===== src/rtl/int_to_fp.sv =====
// int_to_fp: iterative 8-bit two's-complement integer to 13-bit {sign, exp[3:0], mant[7:0]} float converter
module int_to_fp (
   input  logic        i_clk,
   input  logic        i_rst,
   input  logic [7:0]  i_int,
   input  logic        i_valid,
   output logic        o_ready,
   output logic [12:0] o_fp,
   output logic        o_valid
);
   typedef enum logic {IDLE, NORM} state_t;
   state_t      state_q, state_d;
   logic        sign_q, sign_d;
   logic [7:0]  mag_q, mag_d;
   logic [3:0]  exp_q, exp_d;
   logic [12:0] fp_q, fp_d;
   logic        valid_q, valid_d;
   assign o_ready = state_q == IDLE;
   assign o_fp    = fp_q;
   assign o_valid = valid_q;
   // next-state: capture in IDLE, then shift left until the mantissa MSB is set (or finish at once on zero)
   always_comb begin
      state_d = state_q;
      sign_d  = sign_q;
      mag_d   = mag_q;
      exp_d   = exp_q;
      fp_d    = fp_q;
      valid_d = 1'b0;
      if (state_q == IDLE) begin
         if (i_valid) begin
            sign_d  = i_int[7];
            mag_d   = i_int[7] ? 8'(-i_int) : i_int;
            exp_d   = 4'd8;
            state_d = NORM;
         end
      end else if (mag_q == 8'd0) begin
         fp_d    = 13'd0;
         valid_d = 1'b1;
         state_d = IDLE;
      end else if (mag_q[7]) begin
         fp_d    = {sign_q, exp_q, mag_q};
         valid_d = 1'b1;
         state_d = IDLE;
      end else begin
         mag_d = mag_q << 1;
         exp_d = exp_q - 4'd1;
      end
   end
   // state registers with synchronous reset; a reset discards any conversion in flight
   always_ff @(posedge i_clk) begin
      if (i_rst) begin
         state_q <= IDLE;
         sign_q  <= 1'b0;
         mag_q   <= 8'd0;
         exp_q   <= 4'd0;
         fp_q    <= 13'd0;
         valid_q <= 1'b0;
      end else begin
         state_q <= state_d;
         sign_q  <= sign_d;
         mag_q   <= mag_d;
         exp_q   <= exp_d;
         fp_q    <= fp_d;
         valid_q <= valid_d;
      end
   end
endmodule

===== config.mk =====
export PLATFORM = sky130hd
export DESIGN_NAME = int_to_fp
export DESIGN_NICKNAME = d
export VERILOG_FILES = /design/src/rtl/int_to_fp.sv
export SDC_FILE = /design/constraint.sdc
export NUM_CORES = 1
export LEC_CHECK = 0
export CAP_MARGIN = 40
export CORE_ASPECT_RATIO = 1.5
export CORE_MARGIN = 4
export CORE_UTILIZATION = 50
export CTS_BUF_LIST = sky130_fd_sc_hd__clkbuf_8
export CTS_CLUSTER_DIAMETER = 50
export DETAILED_ROUTE_END_ITERATION = 16
export PLACE_DENSITY = 0.8
export SYNTH_ARGS = -nofsm -noshare
export SYNTH_HDL_FRONTEND = slang
export SYNTH_SLANG_ARGS = --single-unit

===== constraint.sdc =====
create_clock -name i_clk -period 2.4 [get_ports i_clk]
set_input_delay 0.24 -clock i_clk [delete_from_list [all_inputs] [get_ports i_clk]]
set_output_delay 0.24 -clock i_clk [all_outputs]
set_load 0.02 [all_outputs]

======== Word-level counts from Yosys, hierarchy flattened ========
Cells that the tools add are included.
storage, ports and cells
  word-level logic and storage cells ...... 37
  bits in registers ....................... 28
  output and inout port bits .............. 15
cells by class
  multiplexer cells ....................... 17
  reduce and logical (&&, ||, !) cells .... 8
  eq/ne operators ......................... 2
  $add $sub $neg .......................... 2
  bitwise gates (word level) .............. 1
operators by type and width
  kind                                                                number
  8-bit two-way mux                                                   5
  13-bit two-way mux                                                  2
  4-bit two-way mux                                                   4
  8-bit logical NOT                                                   1
  8-bit negator                                                       1
  1-bit two-way mux                                                   6
  2-bit AND reduction                                                 3
  2-bit inequality test, second input constant                        2
  2-bit nonzero test                                                  2
  4-bit by 1-bit subtractor with 4-bit output, second input constant  1
  3-bit AND reduction                                                 1
  2-bit OR reduction                                                  1
  1-bit NOT                                                           1

======== Logic depth before layout (Yosys ltp) ========
Gate-level depths: netlist of the first run.
  word-level depth ........................ 4
  gate-level depth with buffers ........... 6

======== Least setup slack after synthesis of the first run ========
Ideal clock, no wire load.
  path type ............................... flip-flop to flip-flop
  start point ............................. register mag_q[3]
  end point ............................... register fp_q[2], in the netlist o_fp[2]
  setup time .............................. 0.072 ns
  path slack .............................. 0.743 ns
  cell stages (with the launch flop) ...... 7
  data arrival time ....................... 1.586 ns
  required time ........................... 2.328 ns
  cells stage by stage .................... dfxtp_1 -> or4_4 -> buf_6 -> o21bai_4 -> and2_4 -> buf_6 -> mux2i_1
between the ends
  longest elaborated chain between the ends .. 3
  elaborated cells between the ends (all ways) .. 4
  those cells by class .................... mux (1); reduce/logical (3)
RTL lines
  element                        RTL line  source
  start: declaration             14        logic [7:0] mag_q, mag_d;
  start signal: assignment       61        mag_q <= mag_d;
  8-bit logical NOT (*)          36        end else if (mag_q == 8'd0) begin
  2-bit nonzero test (no line)   --
  2-bit AND reduction (no line)  --
  end signal: assignment         63        fp_q <= fp_d;
  end: declaration               16        logic [12:0] fp_q, fp_d;
Mark *: on every way between the ends. The rest lies on a longest branch, timed or not.
A chain may end at the register's enable or synchronous reset.

======== Worst setup path in the final report of the first run ========
Ends and elaborated chain as after synthesis.

==> results of run 1 <==
## worst max-delay path by stage
stage / from / end / depth (start not counted)
6_report: mag_q[3] / o_fp[2] / 4
3_5_place_dp: i_int[1] / mag_q[5] / 5
4_1_cts: mag_q[3] / o_fp[2] / 4
5_1_grt: mag_q[3] / o_fp[2] / 4
3_3_place_gp: i_int[1] / mag_q[5] / 5
2_1_floorplan: mag_q[3] / o_fp[2] / 6
## power groups by stage
stage	combinational, W	clock (W)	sequential [W]
detailed placement	0.000232	0	0.000529
finish	0.000234	0.000373	0.000519
CTS	0.000233	0.000379	0.000518
global placement	0.000226	0	0.000527
floorplan	0.000175	0	0.000525
global route	0.000258	0.000392	0.000522
## logic make-up (layout without fill, tap and decap cells)
family / count (synthesis) / in the layout / synth area share [%]
AOI/OAI and AO/OA: 39 / 39 / 19.75
xor gates and xnor gates: 6 / 6 / 3.788
adders and majority gates: 2 / 2 / 1.803
buffers and inverters: 21 / 42 / 6.852
DFF: 28 / 28 / 40.40
muxes: 4 / 4 / 2.886
and+or+nand+nor: 57 / 57 / 24.53
## layer usage
layer	share of wire (%)	vias up	global-route usage [%]
li1	-	604	-
met1	41	589	17.72
met2	53	30	31.42
met3	3.7	7	2.259
met4	2.7	0	10.48
met5	0	-	0
## layout make-up
| class | count | area [um^2] | share of cell area [%] |
|---|---|---|---|
| multi-input cells | 108 | 732.0 | 42.45 |
| flip-flops and latches | 28 | 560.5 | 32.51 |
| repair buffers | 29 | 280.3 | 16.26 |
| well taps | 37 | 46.29 | 2.685 |
| clock buffers | 3 | 41.29 | 2.395 |
| inverters | 9 | 33.78 | 1.959 |
| clock inverters | 1 | 30.03 | 1.742 |
## registers in the layout, summed over array words and instances, names as in the netlist
register / flops
state_q: 1
o_fp: 13
sign_q: 1
mag_q: 8
exp_q: 4
o_valid: 1
## through the flow
stage | util, % | hold slack (ps) | power [W] | setup slack, ps | cell area, um^2
after global placement | 61.76 | 460.3 | 0.0007526 | 531.5 | 1653
after floorplan | - | 376.0 | 0.0006995 | 742.9 | 1388
after detailed placement | 61.76 | 467.2 | 0.0007604 | 455.8 | 1653
final | 64.42 | 476.5 | 0.001125 | 712.2 | 1724
after CTS | 64.42 | 481.3 | 0.001130 | 700.7 | 1724
after global routing | 64.42 | 506.3 | 0.001173 | 594.1 | 1724
## worst min-delay path, cell delays in order (launching register included)
cell     delay, ps
dfxtp_1        320
o31ai_1         60
a21oi_1         60
## cells in the mapped netlist, types with 4 or more instances
| master | instances |
|---|---|
| inv_1 | 9 |
| nor2_1 | 6 |
| nor3_1 | 6 |
| o32ai_1 | 5 |
| nand2b_1 | 18 |
| clkbuf_1 | 9 |
| nand2_1 | 6 |
| nand4b_1 | 6 |
| dfxtp_1 | 28 |
| a21oi_1 | 9 |
| o21ai_0 | 7 |
| mux2i_1 | 4 |
| nor4_1 | 4 |
==> results.ini, run 1 <==
[run_status]
status=complete, no violations

[clocking]
clk_pin_slew_ps=100
holdBufCountCts=0
cts_tree=built
clock_tree.buffer_depth=2
cts_resized=0
clock_sinks=28
clk_latency_ps=280
htree_num_levels=1
cts_setup_buffers=0
cts_root_buf=clkbuf_8
cts_buffers=3

[power]
switching_power_w=0.0003050
cell_internal_pwr_w=0.0008200
peakVddDrop_mv=0.3897
p_comb_share_pct=20.8
switching_share_pct=27.11
p_clk_share_pct=33.1
seq_power_share_pct=46.1
p_per_area_nw_per_um2=652.5
p_leak_nw=0.5951

[final_layout]
fill_cells=238
drive_above_1_share_pct=6.742
nNetsFinal=192
num_antenna_cells=0
layout_commonest_cell=dfxtp_1
final_cell_mix=28 x dfxtp_1, 25 x clkdlybuf4s50_1, 18 x nand2b_1
area_growth_pct=24.26
instances_no_fill=215

[placed_design]
port-buffer-count=25
dp_hpwl_um=2190
place_congestion=0.8244
post-place-cells=211

[floorplanning]
ios=26
start_util_pct=51.85
die_x_um=51.01
dieArea_um2=3699
rows=23
die_h_um=72.52
core_area_um2=2676

[setup_path]
required_ps=2610
crit_fanout=13
r2r_setup_slack_ps=710
cpLargestDelayFamily=simple AND/OR/NAND/NOR gates
cp_cell_sequence=or4_4 > o21bai_4 > and2_4 > mux2i_1
path_buf_inv=0
critical_path_class=reg2reg
crit_path_end_kind=register
critPathArrivalTime_ps=1900
start_kind=register
slowest_delay_ps=610
cp_slowest_cell=or4_4
timing.rr.end=o_fp[2]
reg2reg_depth=4
r2r-start=mag_q[3]

[synth]
synthArstFlopShare_pct=0
yosys.area.top_type=dfxtp_1
syn_avg_cell_area_um2=8.838
synth-seq-area-share_pct=40.40
synth_top_area_share_pct=40.40
netlist_instances=157
synth-main-ff-cell=dfxtp_1
synth_area_leaders=dfxtp_1 40%, nand2b_1 8.1%, nand4b_1 3.8%
synthDistinctLibCells=36
ys_ff_latch=28
syn_nets=170
yosys_warnings=0
synth-edff-count=0
mappedNetlistArea_um2=1388

[min_path]
hold_class=reg2reg
holdPathStages=2
min-delay-start=o_fp[7]
hold_end=o_fp[7]

[detailed_routing]
route.vias.total=1230
wirelength_um=2880
dr.first_iter.drc_count=24
ant_nets=0
drt_first_pass_iters=4
drc=0
vias_per_cell=5.721
wl_per_cell_um=13.40

[sta]
tightestPinTransition_ps=324.8
setup_viol=0
fin_crit_sh_pct=70.33
finalHoldViolations=0
drv_slew=0
fin_crit_ps=1688
max_slew_margin_pct=78.15
setup_tns_ps=0
grt_setup_unrepaired=false
fmax_mhz=592.5
fin_skew_ps=6.080

[grt]
grt_pass1_vias=1189
track_usage_pct=17.06
grt_first_pass_wirelength_um=4905
gr-total-overflow=0
antenna_found_initial=0
grt_max_degree=42

[flow_run]
drv.max_cap_violation_count=0

No activity file was read; power rests on OpenSTA's default activity.
==> run 2: changes to the inputs <==
Settings changed: CORE_UTILIZATION 50 to 48.
Clock period 2.4 ns to 1.4 ns, I/O delays scaled along.
==> results.ini, run 2 (synthesis results as in run 1) <==
[floorplanning]
dieArea_um2=3833  ; was 3699 um^2
core_area_um2=2734  ; was 2676 um^2
rows=23  ; unchanged
ios=26  ; unchanged
die_x_um=51.90  ; was 51.01 um
die_h_um=73.85  ; was 72.52 um
start_util_pct=50.76  ; was 51.85%

[setup_path]
crit_path_end_kind=register  ; unchanged
crit_fanout=6  ; was 13
critPathArrivalTime_ps=1770  ; was 1900 ps
critical_path_class=reg2reg  ; unchanged
start_kind=register  ; unchanged
required_ps=1560  ; was 2610 ps

[detailed_routing]
drc=0  ; unchanged
wirelength_um=3906  ; was 2880 um
vias_per_cell=5.742  ; was 5.721
dr.first_iter.drc_count=49  ; was 24
ant_nets=0  ; unchanged
route.vias.total=1401  ; was 1,230
drt_first_pass_iters=4  ; unchanged
wl_per_cell_um=16.01  ; was 13.40 um

[clocking]
cts_buffers=3  ; unchanged
clock_sinks=28  ; unchanged
clk_latency_ps=280  ; about the same
clock_tree.buffer_depth=2  ; unchanged
clk_pin_slew_ps=90  ; was 100 ps
cts_tree=built  ; unchanged
cts_root_buf=clkbuf_8  ; unchanged
htree_num_levels=1  ; unchanged

[sta]
fin_hold_ws_ps=358.7  ; was 476.5 ps
fin_skew_ps=3.045  ; was 6.080 ps
drv_slew=0  ; unchanged
fmax_mhz=622.9  ; was 592.5 MHz
tightestPinTransition_ps=337.0  ; was 324.8 ps
setup_viol=20  ; was 0
setup_tns_ps=-2571  ; was 0 ps
fin_crit_ps=1605  ; was 1688 ps
fin_ws_ps=-205.3  ; was 712.2 ps
max_slew_margin_pct=77.33  ; was 78.15%
fin_crit_sh_pct=114.7  ; was 70.33%
grt_setup_unrepaired=true  ; was false
finalHoldViolations=0  ; unchanged

[placed_design]
place_congestion=0.7708  ; was 0.8244
port-buffer-count=25  ; unchanged
dp_hpwl_um=2436  ; was 2190 um
place_ws_ps=-432.0  ; was 455.8 ps
post-place-cells=237  ; was 211
dpl-instance-area_um2=1849  ; was 1653 um^2

[run_status]
violations=setup timing
status=finished with violations  ; was complete, no violations

[power]
p_per_area_nw_per_um2=977.9  ; was 652.5 nW/um^2
p_leak_nw=0.8275  ; was 0.5951 nW
peakVddDrop_mv=0.8926  ; was 0.3897 mV

[grt]
grt_pass1_vias=1334  ; was 1,189
grt_first_pass_wirelength_um=5802  ; was 4905 um
grt_max_degree=24  ; was 42
track_usage_pct=19.91  ; was 17.06%
antenna_found_initial=0  ; unchanged
gr-total-overflow=0  ; unchanged

[final_layout]
fill_cells=201  ; was 238
final_cell_mix=29 x buf_4, 26 x dfxtp_1, 17 x nand2b_1, 17 x clkdlybuf4s50_1, 9 x inv_1  ; was 28 x dfxtp_1, 25 x clkdlybuf4s50_1, 18 x nand2b_1
area_growth_pct=47.70  ; was 24.26%
drive_above_1_share_pct=28.99  ; was 6.742%
fin_area_um2=2049  ; was 1724 um^2
layout_commonest_cell=buf_4  ; was dfxtp_1
instances_no_fill=244  ; was 215
nNetsFinal=221  ; was 192
num_antenna_cells=0  ; unchanged
largest_reg_flops=13  ; unchanged

[flow_run]
drv.max_cap_violation_count=0  ; unchanged

[min_path]
hold_class=in2reg  ; was reg2reg

-- run 2: cell types whose count changed in the layout (fill, tap and decap cells not counted), moves of 2 or more --
cell and change:
a21oi_1 -2, a21oi_2 +2, buf_4 +25, buf_6 +3, clkdlybuf4s50_1 -8, dfxtp_1 -2, dfxtp_2 +2, dlygate4sd2_1 +3
dlymetal6s2s_1 +5, nor3_1 -2, nor4_1 -2, o21ai_0 -2
-- run 2: path summary, 6_finish.rpt --
check                  end  cells past startpoint  slack (ps)      from
setup / recovery  exp_q[3]                      4        -210  mag_q[3]
hold / removal    mag_q[3]                      4         360  i_int[3]
setup reg to reg  exp_q[3]                      4        -210  mag_q[3]
hold reg to reg    o_fp[4]                      2         480   o_fp[4]
-- run 2: repair_timing --
| action | in CTS | in global routing |
|---|---|---|
| resized for setup | 13 | 22 |
| setup buffers | 1 | 1 |
| endpoints found under the setup margin | 25 | 30 |
| hold endpoints to repair | 0 | 0 |
| pin swaps | 6 | 5 |
| gates cloned | 1 | 0 |
| hold buffers | 0 | 0 |
-- run 2: where the power goes --
group	switching, W	internal [W]	leakage (nW)
combinational	0.000321	0.000298	0.570
clock	0.000249	0.000252	0.0288
sequential	0.0000393	0.000844	0.229
total	0.000610	0.00139	0.827
-- run 2: metrics by stage --
step                      total power (W)  util [%]
final                            0.002004     74.97
after global routing             0.002076     74.97
after CTS                        0.001930     71.85
after detailed placement         0.001398     67.64
after global placement           0.001383     67.64
after floorplan                  0.001200         -
-- run 2: metal layers --
layer / vias to the layer above / routed length [um] / GRT usage [%]
li1: 665 / - / -
met1: 680 / 1489 / 20.40
met2: 44 / 2127 / 38.04
met3: 12 / 180 / 4.462
met4: 0 / 108 / 6.997
met5: - / 0 / 0
-- run 2: layout make-up --
cell class | count | area (um^2) | share of cell area (%)
multi-input combinational | 109 | 840.8 | 41.03
sequential | 28 | 563.0 | 27.47
timing repair buffer | 57 | 510.5 | 24.91
clock buffer | 4 | 55.05 | 2.686
tap | 37 | 46.29 | 2.259
inverter | 9 | 33.78 | 1.648
-- run 2: worst max-delay path, stage by stage, from the launching register on --
cell     delay [ps]
dfxtp_2         330
or4_4           610
o21ai_4         190
nor2_1           90
nor4_1          260
==> run 3: changes to the inputs <==
Settings changed: CORE_ASPECT_RATIO 1.5 to 0.9.
==> results.ini, run 3 (synthesis results as in run 1) <==
[grt]
grt_pass1_vias=1258  ; was 1,334
gr-total-overflow=0  ; unchanged
track_usage_pct=18.54  ; was 19.91%
grt_first_pass_wirelength_um=5547  ; was 5802 um
antenna_found_initial=0  ; unchanged
grt_max_degree=35  ; was 24

[power]
p_clk_share_pct=25.0  ; about the same
peakVddDrop_mv=0.4133  ; was 0.8926 mV
power.total_w=0.001966  ; was 0.002004 W
cell_internal_pwr_w=0.001392  ; was 0.001394 W
p_leak_nw=0.8611  ; was 0.8275 nW
switching_power_w=0.0005736  ; was 0.0006098 W
switching_share_pct=29.18  ; was 30.43%
seq_power_share_pct=44.8  ; was 44.1%
p_comb_share_pct=30.2  ; was 30.9%
p_per_area_nw_per_um2=962.1  ; was 977.9 nW/um^2

[placed_design]
port-buffer-count=25  ; unchanged
place_ws_ps=-371.1  ; was -432.0 ps
place_congestion=0.8764  ; was 0.7708
post-place-cells=240  ; was 237
dp_hpwl_um=2545  ; was 2436 um

[clocking]
cts_root_buf=clkbuf_8  ; unchanged
htree_num_levels=1  ; unchanged
clock_sinks=28  ; unchanged
cts_tree=built  ; unchanged
cts_buffers=3  ; unchanged
clk_pin_slew_ps=90  ; about the same
clock_tree.buffer_depth=2  ; unchanged
clk_latency_ps=270  ; was 280 ps

[sta]
fin_crit_ps=1534  ; was 1605 ps
fin_crit_sh_pct=109.6  ; was 114.7%
fmax_mhz=651.7  ; was 622.9 MHz
grt_setup_unrepaired=true  ; unchanged
fin_ws_ps=-134.4  ; was -205.3 ps
fin_skew_ps=2.959  ; was 3.045 ps
finalHoldViolations=0  ; unchanged
tightestPinTransition_ps=311.9  ; was 337.0 ps
drv_slew=0  ; unchanged
max_slew_margin_pct=79.02  ; was 77.33%
setup_viol=19  ; was 20
fin_hold_ws_ps=272.5  ; was 358.7 ps
setup_tns_ps=-1854  ; was -2571 ps

[min_path]
hold_class=in2reg  ; unchanged

[run_status]
violations=setup timing  ; unchanged
status=finished with violations  ; unchanged

[floorplanning]
die_x_um=64.68  ; was 51.90 um
start_util_pct=50.50  ; was 50.76%
rows=18  ; was 23
die_h_um=59.01  ; was 73.85 um
ios=26  ; unchanged
core_area_um2=2748  ; was 2734 um^2
dieArea_um2=3816  ; was 3833 um^2

[final_layout]
instances_no_fill=246  ; was 244
nNetsFinal=220  ; was 221
area_growth_pct=47.25  ; was 47.70%
drive_above_1_share_pct=27.67  ; was 28.99%
final_cell_mix=27 x buf_4, 26 x dfxtp_1, 18 x nand2b_1  ; was 29 x buf_4, 26 x dfxtp_1, 17 x nand2b_1, 17 x clkdlybuf4s50_1, 9 x inv_1
num_antenna_cells=0  ; unchanged
layout_commonest_cell=buf_4  ; unchanged
largest_reg_flops=13  ; unchanged

[detailed_routing]
route.vias.total=1327  ; was 1,401
wl_met2_um=1840  ; was 2127 um
drc=0  ; unchanged
drt_first_pass_iters=4  ; unchanged
dr.first_iter.drc_count=50  ; was 49
wl_per_cell_um=14.22  ; was 16.01 um
wl_met1_um=1425  ; was 1489 um
wl_met3_um=189  ; was 180 um
wirelength_um=3499  ; was 3906 um
vias_per_cell=5.394  ; was 5.742
routed.top_layer=met4  ; unchanged
ant_nets=0  ; unchanged

[setup_path]
critical_path_class=reg2reg  ; unchanged
cp_cell_sequence=or4_4 > o21bai_4 > and2_4 > mux2i_1  ; was or4_4 > o21ai_4 > nor2_1 > nor4_1
slowest_delay_ps=590  ; was 610 ps
path_buf_inv=0  ; unchanged
critPathArrivalTime_ps=1740  ; was 1770 ps
r2r_setup_slack_ps=-130  ; was -210 ps
cp_slowest_cell=or4_4  ; unchanged
required_ps=1610  ; was 1560 ps
crit_fanout=7  ; was 6
crit_path_end_kind=register  ; unchanged
start_kind=register  ; unchanged
cpLargestDelayFamily=simple AND/OR/NAND/NOR gates  ; unchanged

[flow_run]
drv.max_cap_violation_count=0  ; unchanged

run 3: cell type report:
type | instances | area, um^2
Fill cell | 205 | 704.4
Inverter | 9 | 33.78
Multi-Input combinational cell | 109 | 819.5
Timing Repair Buffer | 56 | 521.8
Clock buffer | 4 | 55.05
Tap cell | 40 | 50.05
Sequential cell | 28 | 563.0
run 3: path summary, 6_finish.rpt:
path,start,end,cells past startpoint
worst max-delay path,mag_q[5],o_fp[2],4
worst min-delay path,i_int[0],mag_q[0],4
worst max register to register,mag_q[5],o_fp[2],4
worst min register to register,o_fp[11],o_fp[11],2
run 3: worst register-to-register path: stages, from the launching register on:
cell and delay [ps]:
dfxtp_2 330, or4_4 590, o21bai_4 170, and2_4 210
mux2i_1 180
run 3: timing repair:
item / CTS / global route
setup endpoints to repair: 23 / 31
hold buffers: 0 / 0
gates cloned: 1 / 0
gates resized for setup: 10 / 22
setup buffers: 0 / 1
pin swaps: 7 / 7
run 3: layer usage:
layer / track usage (%) / vias up
li1: - / 659
met1: 21.32 / 616
met2: 35.44 / 48
met3: 2.657 / 4
met4: 6.024 / 0
met5: 0 / -
run 3: through the flow:
stage	instance area [um^2]	utilization (%)
2_1_floorplan	1389	-
3_3_place_gp	1866	67.90
3_5_place_dp	1866	67.90
4_1_cts	1954	71.13
5_1_grt	2043	74.36
6_report	2043	74.36
run 3: power groups by stage:
stage | Clock (W) | Combinational [W] | Sequential (W)
2_1_floorplan | 0 | 0.000299 | 0.000900
6_report | 0.000492 | 0.000593 | 0.000881
3_3_place_gp | 0 | 0.000499 | 0.000891
3_5_place_dp | 0 | 0.000519 | 0.000895
4_1_cts | 0.000497 | 0.000543 | 0.000876
5_1_grt | 0.000538 | 0.000640 | 0.000888
